[src/rtl/hex_display_bank.sv]
// N-digit active-low 7-segment driver with a registered hex value, byte shift-in and per-digit blink.
// Optional leading-zero blanking is compiled in when HEX_LZ_BLANK_EN is defined.
module hex_display_bank #(
  parameter int NUM_DIGITS = 4,
  parameter int BLINK_DIV  = 25000000
) (
  input  logic                    CLOCK_50,
  input  logic                    reset,
  input  logic                    clear,
  input  logic                    load,
  input  logic [4*NUM_DIGITS-1:0] data_in,
  input  logic                    shift,
  input  logic [7:0]              byte_in,
  input  logic [NUM_DIGITS-1:0]   blink_mask,
  output logic [4*NUM_DIGITS-1:0] value_out,
  output logic                    blink_phase,
  output logic [7*NUM_DIGITS-1:0] HEX_out
);

  localparam int CNT_W = (BLINK_DIV > 2) ? $clog2(BLINK_DIV) : 1;

  logic [4*NUM_DIGITS-1:0] value_reg;
  logic [4*NUM_DIGITS-1:0] value_next;
  logic [4*NUM_DIGITS-1:0] shift_val;
  logic [CNT_W-1:0]        blink_cnt_reg;
  logic                    phase_reg;
  logic [7*NUM_DIGITS-1:0] hex_reg;
  logic [7*NUM_DIGITS-1:0] hex_next;

  function automatic logic [6:0] seg7(input logic [3:0] nib);
    case (nib)
      4'h0: seg7 = 7'b1000000;
      4'h1: seg7 = 7'b1111001;
      4'h2: seg7 = 7'b0100100;
      4'h3: seg7 = 7'b0110000;
      4'h4: seg7 = 7'b0011001;
      4'h5: seg7 = 7'b0010010;
      4'h6: seg7 = 7'b0000010;
      4'h7: seg7 = 7'b1111000;
      4'h8: seg7 = 7'b0000000;
      4'h9: seg7 = 7'b0010000;
      4'hA: seg7 = 7'b0001000;
      4'hB: seg7 = 7'b0000011;
      4'hC: seg7 = 7'b1000110;
      4'hD: seg7 = 7'b0100001;
      4'hE: seg7 = 7'b0000110;
      default: seg7 = 7'b0001110;
    endcase
  endfunction

  // With only two digits a shifted-in byte replaces the whole value.
  generate
    if (NUM_DIGITS == 2) begin : g_shift_narrow
      assign shift_val = byte_in;
    end else begin : g_shift_wide
      assign shift_val = {value_reg[4*NUM_DIGITS-9:0], byte_in};
    end
  endgenerate

  always_comb begin
    value_next = value_reg;
    if (clear)      value_next = '0;
    else if (load)  value_next = data_in;
    else if (shift) value_next = shift_val;
  end

  genvar gi;
  generate
    for (gi = 0; gi < NUM_DIGITS; gi++) begin : g_digit
      logic blank_d;
`ifdef HEX_LZ_BLANK_EN
      // Digit 0 is never leading-zero blanked so a zero value still reads "0".
      assign blank_d = ((gi != 0) && (value_reg[4*NUM_DIGITS-1:4*gi] == '0))
                       || (phase_reg && blink_mask[gi]);
`else
      assign blank_d = phase_reg && blink_mask[gi];
`endif
      assign hex_next[7*gi +: 7] = blank_d ? 7'b1111111 : seg7(value_reg[4*gi +: 4]);
    end
  endgenerate

  always_ff @(posedge CLOCK_50) begin
    if (reset) begin
      value_reg     <= '0;
      blink_cnt_reg <= '0;
      phase_reg     <= 1'b0;
      hex_reg       <= '1;
    end else begin
      value_reg <= value_next;
      hex_reg   <= hex_next;
      if (blink_cnt_reg == CNT_W'(BLINK_DIV - 1)) begin
        blink_cnt_reg <= '0;
        phase_reg     <= ~phase_reg;
      end else begin
        blink_cnt_reg <= blink_cnt_reg + 1'b1;
      end
    end
  end

  assign value_out   = value_reg;
  assign blink_phase = phase_reg;
  assign HEX_out     = hex_reg;

endmodule
[config.mk]
export PLATFORM = sky130hd
export DESIGN_NAME = hex_display_bank
export DESIGN_NICKNAME = d
export VERILOG_FILES = /design/src/rtl/hex_display_bank.sv
export SDC_FILE = /design/constraint.sdc
export NUM_CORES = 1
export LEC_CHECK = 0
export BUFFER_PORTS_ARGS = -buffer_cell sky130_fd_sc_hd__buf_2
export CAP_MARGIN = 0
export CELL_PAD_IN_SITES_DETAIL_PLACEMENT = 2
export CELL_PAD_IN_SITES_GLOBAL_PLACEMENT = 2
export CORE_MARGIN = 5
export CORE_UTILIZATION = 33
export CTS_BUF_LIST = sky130_fd_sc_hd__clkbuf_8
export DETAILED_ROUTE_END_ITERATION = 10
export PLACE_DENSITY = 0.8
export SLEW_MARGIN = 40
export SYNTH_ARGS = -nofsm -noshare
export SYNTH_HDL_FRONTEND = slang
export SYNTH_SLANG_ARGS = --single-unit
[constraint.sdc]
create_clock -name CLOCK_50 -period 2.3 [get_ports CLOCK_50]
set_input_delay 0.46 -clock CLOCK_50 [delete_from_list [all_inputs] [get_ports CLOCK_50]]
set_output_delay 0.46 -clock CLOCK_50 [all_outputs]
set_load 0.01 [all_outputs]
==> results.toml, run 1 <==
[synth]
async_flop_share_pct = 0
ys_ff_latch = 70
synth_area_per_cell_um2 = 8.69
ys_warn_count = 0
syn_inst = 404
synth.distinct_cells = 38
syn_area_um2 = 3510
yosysMostFrequentCell = "dfxtp_1"
synth_area_leaders = "dfxtp_1 (40%), ha_1 (8.9%), nor2_1 (5.2%), a21oi_1 (5.1%), mux2i_1 (4.8%)"
synth_top_cell_by_area = "dfxtp_1"
yosys-top-cells-count = "dfxtp_1 (70), nor2_1 (49), a21oi_1 (36)"
syn-num-nets = 462
yosysTopAreaCellShare_pct = 39.9
synth_edf_count = 0
synthFlopType = "dfxtp_1"
ys_seq_area_share_pct = 39.9

[job]
cap_viol_max_count = 0

[finish]
nets = 532
area_growth_pct = 20.4
fin_area_um2 = 4230
largest_reg_flops = 28
final_layout_size_suffix_gt1_share_pct = 21.7
diodes = 0
fillers = 1228
fin_cells = 615
fin_util_pct = 40.8

[setup_path]
worstSetupPathType = "reg2reg"
worstSetupStartpointType = "flip-flop"
cp.required_ns = 2.59
arrival_ns = 2.14
crit_start = "blink_cnt_reg[2]"
crit_fanout = 13
reg2reg_slack_ns = 0.45
cp-end-kind = "flip-flop"
reg2reg_from = "blink_cnt_reg[2]"

[timing]
hold_viol_final = 0
fin_crit_ns = 1.85
max_freq_mhz = 540
slew_headroom_pct = 59.1
max_slew.worst_pin.slew_ns = 0.613
drv_slew = 0
fin_ws_ns = 0.448
holdWs_ns = 0.343
setup_viol = 0
fin_tns_setup_ns = 0
rsz0062_at_grt = "no"
fin_crit_sh_pct = 80.5
skew_ns = 0.0149

[min_path]
hp-start = "data_in[10]"
hp-class = "in2reg"

[clocking]
cts.repair.resized = 0
clockBufferDepth = 2
post_cts_buffers = 0
numCtsBuffers = 9
cts.clk_slew.worst_paths_ns = 0.08
clkSinkCount = 70
root_buffer = "clkbuf_8"
cts_hold_buf = 0
cts_tree = "built"
htree_levels = 3
insertion_delay_ns = 0.36

[routing]
drc = 0
routedWlPerCell_um = 16.8
via_per_inst = 5.21
antenna_left = 0
drt-initial-drc-count = 84
vias = 3207
wirelength_um = 10400
drt-pass1-iter-count = 4

[power]
power_leakage_nw = 1.69
total_power_mw = 2.71
power.density_nw_per_um2 = 641
irDropWorstVdd_v = 0.000224

[floorplanning]
fp.dieW_um = 113
start_util_pct = 33.9
die_h_um = 113
io_pins = 78
fp-row-count = 37
coreArea_um2 = 10400
dieArea_um2 = 12800

[placed_design]
gp_congestion = 0.729
place_ws_ns = 0.449
io_buffer_count = 77
hpwl_um = 7650
post-place-cells = 599
dpl_cell_area_um2 = 4010

[grt]
antenna_found_initial = 2
grt_use_total_pct = 16.9
overflow = 0
first_global_vias = 3549
grt_max_degree = 33
grt_pass1_wl_um = 17500

[run_status]
status = "completed"
==> critical path, stage by stage, from the launching register on <==
cell and delay, ns:
dfxtp_1 0.42, and4_1 0.41, nand4_4 0.27, or4_4 0.54, a21oi_2 0.14
==> logic make-up after synthesis <==
logic type | count (synthesis) | share of synthesized area [%]
xor gates and xnor gates | 10 | 2.49
buffers and inverters | 41 | 4.84
adders and majority gates | 25 | 8.91
and+or+nand+nor | 141 | 20.6
AOI/OAI and AO/OA | 99 | 18.1
muxes | 18 | 5.17
DFF | 70 | 39.9
==> layer usage <==
| layer | GRT usage [%] | vias to the layer above | share of wire, % |
|---|---|---|---|
| met2 | 28.5 | 57 | 49 |
| met3 | 4.17 | 17 | 4.7 |
| li1 | - | 1566 | - |
| met1 | 20.6 | 1563 | 45 |
| met4 | 6.49 | 4 | 1.6 |
| met5 | 0 | - | 0.26 |
==> cell type report <==
cell class	instances	area (um2)	area share, %
multi-input cells	293	1940	45.9
inverters	17	63.8	1.51
repair buffers	83	430	10.2
clock inverters	6	85.1	2.01
well taps	136	170	4.02
flip-flops and latches	70	1400	33.1
clock buffers	10	138	3.25
==> cell usage in the layout, fill, tap and decap left out, drive strengths merged, types with 8 or more instances in the layout <==
| cell | synthesis | layout |
|---|---|---|
| mux2i | 17 | 17 |
| or4 | 8 | 8 |
| buf | 6 | 83 |
| ha | 25 | 25 |
| nand4 | 8 | 8 |
| nand3 | 13 | 13 |
| inv | 17 | 17 |
| or3 | 8 | 8 |
| clkbuf | 18 | 10 |
| o31ai | 8 | 8 |
| xor2 | 8 | 8 |
| o311ai | 13 | 13 |
| dfxtp | 70 | 70 |
| nand2 | 25 | 25 |
| nor2 | 49 | 49 |
| a21oi | 37 | 37 |
| nor2b | 9 | 9 |
| o211ai | 14 | 14 |
| nand2b | 9 | 9 |
| o21ai | 15 | 15 |
==> final timing paths <==
| check | depth (start not counted) | end |
|---|---|---|
| max | 4 | blink_cnt_reg[23] |
| min | 3 | value_out[10] |
| max reg2reg | 4 | blink_cnt_reg[23] |
| min reg2reg | 1 | blink_cnt_reg[0] |
==> power breakdown <==
part           leakage [nW]  switching, mW  internal, mW  total (mW)
combinational          1.01          0.162         0.119       0.281
sequential            0.576         0.0412          1.26        1.31
clock                 0.108          0.486         0.636        1.12
total                  1.69          0.690          2.02        2.71
Power figures use the tool's default switching activity.
==> inputs of run 2 (changes only) <==
--- a/config.mk
+++ b/config.mk
@@ -10,10 +10,10 @@
 export CELL_PAD_IN_SITES_DETAIL_PLACEMENT = 2
 export CELL_PAD_IN_SITES_GLOBAL_PLACEMENT = 2
 export CORE_MARGIN = 5
-export CORE_UTILIZATION = 33
+export CORE_UTILIZATION = 30
 export CTS_BUF_LIST = sky130_fd_sc_hd__clkbuf_8
 export DETAILED_ROUTE_END_ITERATION = 10
-export PLACE_DENSITY = 0.8
+export PLACE_DENSITY = 0.76
 export SLEW_MARGIN = 40
 export SYNTH_ARGS = -nofsm -noshare
 export SYNTH_HDL_FRONTEND = slang
==> constraint.sdc (replaced) <==
create_clock -name CLOCK_50 -period 1.68 [get_ports CLOCK_50]
set_input_delay 0.336 -clock CLOCK_50 [delete_from_list [all_inputs] [get_ports CLOCK_50]]
set_output_delay 0.336 -clock CLOCK_50 [all_outputs]
set_load 0.01 [all_outputs]
==> run 2 against run 1 <==
Net effect:
- the flow now finishes with violations (negative setup slack)
- final cell count is 6.8% higher
- utilization is 0.89 points lower
- die area rose by 9.1%
- critical path depth grew 1
- maximum frequency up 8.6%
- sequential power grew 36%
- critical endpoint is now blink_cnt_reg[17]
- highest routed layer unchanged
==> results.toml, run 2 (same netlist as run 1, synthesis figures left out) <==
[routing]
drt-initial-drc-count = 98
drt-pass1-iter-count = 6
routedWlPerCell_um = 17.8
vias = 3358
via_per_inst = 5.11
drc = 0
antenna_left = 0
wirelength_um = 11700

[setup_path]
crit_fanout = 5
worstSetupStartpointType = "flip-flop"
cpPeakStageDelay_ns = 0.51
cp.required_ns = 1.97
path_cells = "and4_4 -> buf_4 -> nand4_4 -> or4_1 -> a21oi_1"
cp-end-kind = "flip-flop"
critPathSlowestCell = "or4_1"
worstSetupPathType = "reg2reg"
arrival_ns = 1.99

[floorplanning]
die_h_um = 118
start_util_pct = 30.6
coreArea_um2 = 11500
fp.dieW_um = 118
fp-row-count = 39
io_pins = 78
dieArea_um2 = 14000

[finish]
final_layout_size_suffix_gt1_share_pct = 31.1
diodes = 0
nets = 569
final_common_cell = "buf_2"
fin_util_pct = 39.9
largest_reg_flops = 28
area_growth_pct = 30.2
final_cell_mix = "buf_2 (77), dfxtp_1 (62), nor2_1 (49), buf_4 (38), a21oi_1 (31)"

[power]
power.density_nw_per_um2 = 766
irDropWorstVdd_v = 0.000326
power_leakage_nw = 1.90

[timing]
max_slew.worst_pin.slew_ns = 0.587
slew_headroom_pct = 60.9
fin_crit_ns = 1.70
fin_crit_sh_pct = 101
max_freq_mhz = 587
skew_ns = 0.0214
rsz0062_at_grt = "yes"
hold_viol_final = 0
drv_slew = 0
setup_viol = 1
fin_ws_ns = -0.0249

[clocking]
cts_tree = "built"
cts_hold_buf = 0
numCtsBuffers = 9
htree_levels = 3
root_buffer = "clkbuf_8"
clkSinkCount = 70
clockBufferDepth = 2
insertion_delay_ns = 0.37
cts.clk_slew.worst_paths_ns = 0.08

[placed_design]
io_buffer_count = 77
gp_congestion = 0.750
hpwl_um = 8280
place_ws_ns = -0.132

[grt]
first_global_vias = 3649
grt_use_total_pct = 15.8
antenna_found_initial = 1
grt_max_degree = 33
grt_pass1_wl_um = 18400
overflow = 0

[run_status]
status = "finished with violations"
violations = "negative setup slack"

[job]
cap_viol_max_count = 0

[min_path]
hp-class = "in2reg"
[run 2: final timing paths]
check	from	end	slack [ns]	cells past startpoint
max	blink_cnt_reg[4]	blink_cnt_reg[17]	-0.02	5
max reg2reg	blink_cnt_reg[4]	blink_cnt_reg[17]	-0.02	5
min	data_in[13]	value_out[13]	0.21	3
min reg2reg	blink_cnt_reg[0]	blink_cnt_reg[0]	0.47	1
[run 2: stage by stage]
stage	std cells	instance area, um2	power, mW	TNS [ns]	hold WS, ns
CTS	650	4430	3.53	0	0.206
floorplan	404	3510	2.03	0	0.405
detailed placement	634	4240	2.24	-0.509	0.436
global placement	634	4240	2.22	-0.0187	0.423
global route	657	4570	3.67	-1.44	0.220
finish	657	4570	3.50	-0.0249	0.211
[run 2: critical path, delay by kind of cell (launching register included)]
| kind | cells | cell delay, ns |
|---|---|---|
| and+or+nand+nor | 3 | 0.92 |
| DFF | 1 | 0.35 |
| AOI/OAI and AO/OA | 1 | 0.22 |
| buffers and inverters | 1 | 0.14 |
[run 2: metal layers]
layer	wire (um)	part of all wire, %	vias up	track usage [%]
met2	5960	51	57	28.4
met1	5130	44	1636	18.1
met3	430	3.7	17	3.72
li1	-	-	1646	-
met5	20	0.17	-	0
met4	152	1.3	2	5.81
[run 2: repair_timing]
| item | CTS | global route |
|---|---|---|
| gates resized for setup | 6 | 24 |
| setup buffers | 2 | 6 |
| pin swaps | 1 | 6 |
| cloned | 0 | 1 |
| hold endpoints to repair | 0 | 0 |
| setup endpoints to repair | 11 | 27 |
[run 2: power breakdown]
group	internal, mW	total (mW)	switching [mW]
Sequential	1.73	1.78	0.0465
Clock	0.652	1.30	0.644
Combinational	0.192	0.432	0.239
[run 2: cell type report]
class | count | area, um2
clock buffers | 9 | 124
fillers | 1275 | 6890
inverters | 17 | 63.8
repair buffers | 119 | 724
well taps | 143 | 179
clock inverters | 5 | 46.3
flip-flops and latches | 70 | 1410
multi-input cells | 294 | 2020
==> inputs of run 3 (changes only) <==
--- a/config.mk
+++ b/config.mk
@@ -9,7 +9,7 @@
 export CAP_MARGIN = 0
 export CELL_PAD_IN_SITES_DETAIL_PLACEMENT = 2
 export CELL_PAD_IN_SITES_GLOBAL_PLACEMENT = 2
-export CORE_MARGIN = 5
+export CORE_MARGIN = 3
 export CORE_UTILIZATION = 30
 export CTS_BUF_LIST = sky130_fd_sc_hd__clkbuf_8
 export DETAILED_ROUTE_END_ITERATION = 10
==> run 3 against run 2 <==
Net effect:
- the run now ends clean
- combinational power down 1%
- worst setup slack better by 0.044 ns
- via count about the same
==> results.toml, run 3 (same netlist as run 1, synthesis figures left out) <==
[run_status]
status = "completed"

[grt]
grt_max_degree = 33
antenna_found_initial = 1
grt_use_total_pct = 18.4
grt_pass1_wl_um = 18900
first_global_vias = 3647
overflow = 0

[routing]
antenna_left = 0
drt-pass1-iter-count = 4
vias = 3359
via_per_inst = 5.17
wirelength_um = 11600
drt-initial-drc-count = 93
routedWlPerCell_um = 17.9
drc = 0

[timing]
fin_ws_ns = 0.0195
skew_ns = 0.0158
holdWs_ns = 0.211
fin_tns_setup_ns = 0
drv_slew = 0
fin_crit_sh_pct = 98.8
max_freq_mhz = 602
hold_viol_final = 0
fin_crit_ns = 1.66
max_slew.worst_pin.slew_ns = 0.552
setup_viol = 0
slew_headroom_pct = 63.2

[power]
p_int_mw = 2.51
total_power_mw = 3.43
power.switching_mw = 0.924
p_sw_share_pct = 26.9
power_frac_comb_pct = 12.4
power_leakage_nw = 1.88
irDropWorstVdd_v = 0.000317
power.density_nw_per_um2 = 760
pwr-share-seq_pct = 51.7
p_clk_share_pct = 35.9

[setup_path]
cp.required_ns = 1.97
critPathSlowestCell = "or4_1"
cp-end-kind = "flip-flop"
worstSetupPathType = "reg2reg"
arrival_ns = 1.95
crit_fanout = 6
path_cells = "and4_1 -> buf_4 -> nand4_4 -> or4_1 -> a21oi_1"
worstSetupStartpointType = "flip-flop"
crit_family = "simple AND/OR/NAND/NOR gates"
cpPeakStageDelay_ns = 0.51
cp_num_buf_inv = 1

[floorplanning]
fp-row-count = 38
die_h_um = 114
io_pins = 78
fp.dieW_um = 114
coreArea_um2 = 11100
start_util_pct = 31.6
dieArea_um2 = 13000

[clocking]
cts_tree = "built"
clkSinkCount = 70
root_buffer = "clkbuf_8"
insertion_delay_ns = 0.36
cts.clk_slew.worst_paths_ns = 0.08
numCtsBuffers = 9
htree_levels = 3
clockBufferDepth = 2

[job]
cap_viol_max_count = 0

[placed_design]
post-place-cells = 630
gp_congestion = 0.775
io_buffer_count = 77
place_ws_ns = -0.0325
dpl_cell_area_um2 = 4230
hpwl_um = 8150

[finish]
seqCellArea_um2 = 1420
nets = 564
area_growth_pct = 28.6
final_layout_size_suffix_gt1_share_pct = 30.4
fin_util_pct = 40.6
largest_reg_flops = 28
diodes = 0
final_cell_mix = "buf_2 (78), dfxtp_1 (58), nor2_1 (49), a21oi_1 (33), buf_4 (31)"
fin_area_um2 = 4520
multi_input_area_um2 = 2010
fillers = 1297
final_common_cell = "buf_2"
fin_cells = 650

[min_path]
hp-class = "in2reg"
run 3: cell types whose count changed in the layout (fill, tap and decap cells not counted), moves of 2 or more:
cell,before,now
buf_4,38,31
dfxtp_2,7,12
dfxtp_1,62,58
a21oi_1,31,33
a21oi_2,6,4
clkbuf_8,9,11
run 3: path summary, 6_finish.rpt:
kind                                     endpoint        startpoint  slack (ns)  depth (start not counted)
worst max-delay path            blink_cnt_reg[17]  blink_cnt_reg[6]        0.02                          5
worst min-delay path                value_out[14]       data_in[14]        0.21                          3
worst max register to register  blink_cnt_reg[17]  blink_cnt_reg[6]        0.02                          5
worst min register to register   blink_cnt_reg[0]  blink_cnt_reg[0]        0.45                          1
run 3: cell type report:
type                    count  share of cell area (%)
multi-input cells         294                    44.4
repair buffers            114                    15.2
inverters                  17                    1.41
well taps                 140                    3.88
flip-flops and latches     70                    31.3
clock buffers              11                    3.35
clock inverters             4                   0.360
run 3: power by group through the flow:
| stage | Sequential (mW) | Clock, mW | Combinational, mW |
|---|---|---|---|
| after floorplan | 1.84 | 0 | 0.198 |
| after global placement | 1.81 | 0 | 0.409 |
| after detailed placement | 1.81 | 0 | 0.427 |
| after CTS | 1.77 | 1.27 | 0.433 |
| after global routing | 1.79 | 1.38 | 0.479 |
| final | 1.77 | 1.23 | 0.426 |
run 3: metal layers:
layer | up-vias | share of wire (%) | track usage, %
met2 | 65 | 50 | 31.8
met5 | - | 0.11 | 0
met4 | 2 | 1.7 | 5.70
met1 | 1639 | 43 | 21.7
met3 | 18 | 4.9 | 5.87
li1 | 1635 | - | -
run 3: repair_timing:
action,in CTS,in global routing
hold buffers,0,0
pin swaps,0,2
endpoints found under the setup margin,5,28
gates resized for setup,3,25
setup buffers,1,2
gates cloned,1,1
run 3: worst register-to-register path, cell delays in order (launching register included):
cell and delay, ns:
dfxtp_2 0.36, and4_1 0.22, buf_4 0.15, nand4_4 0.17, or4_1 0.52, a21oi_1 0.18
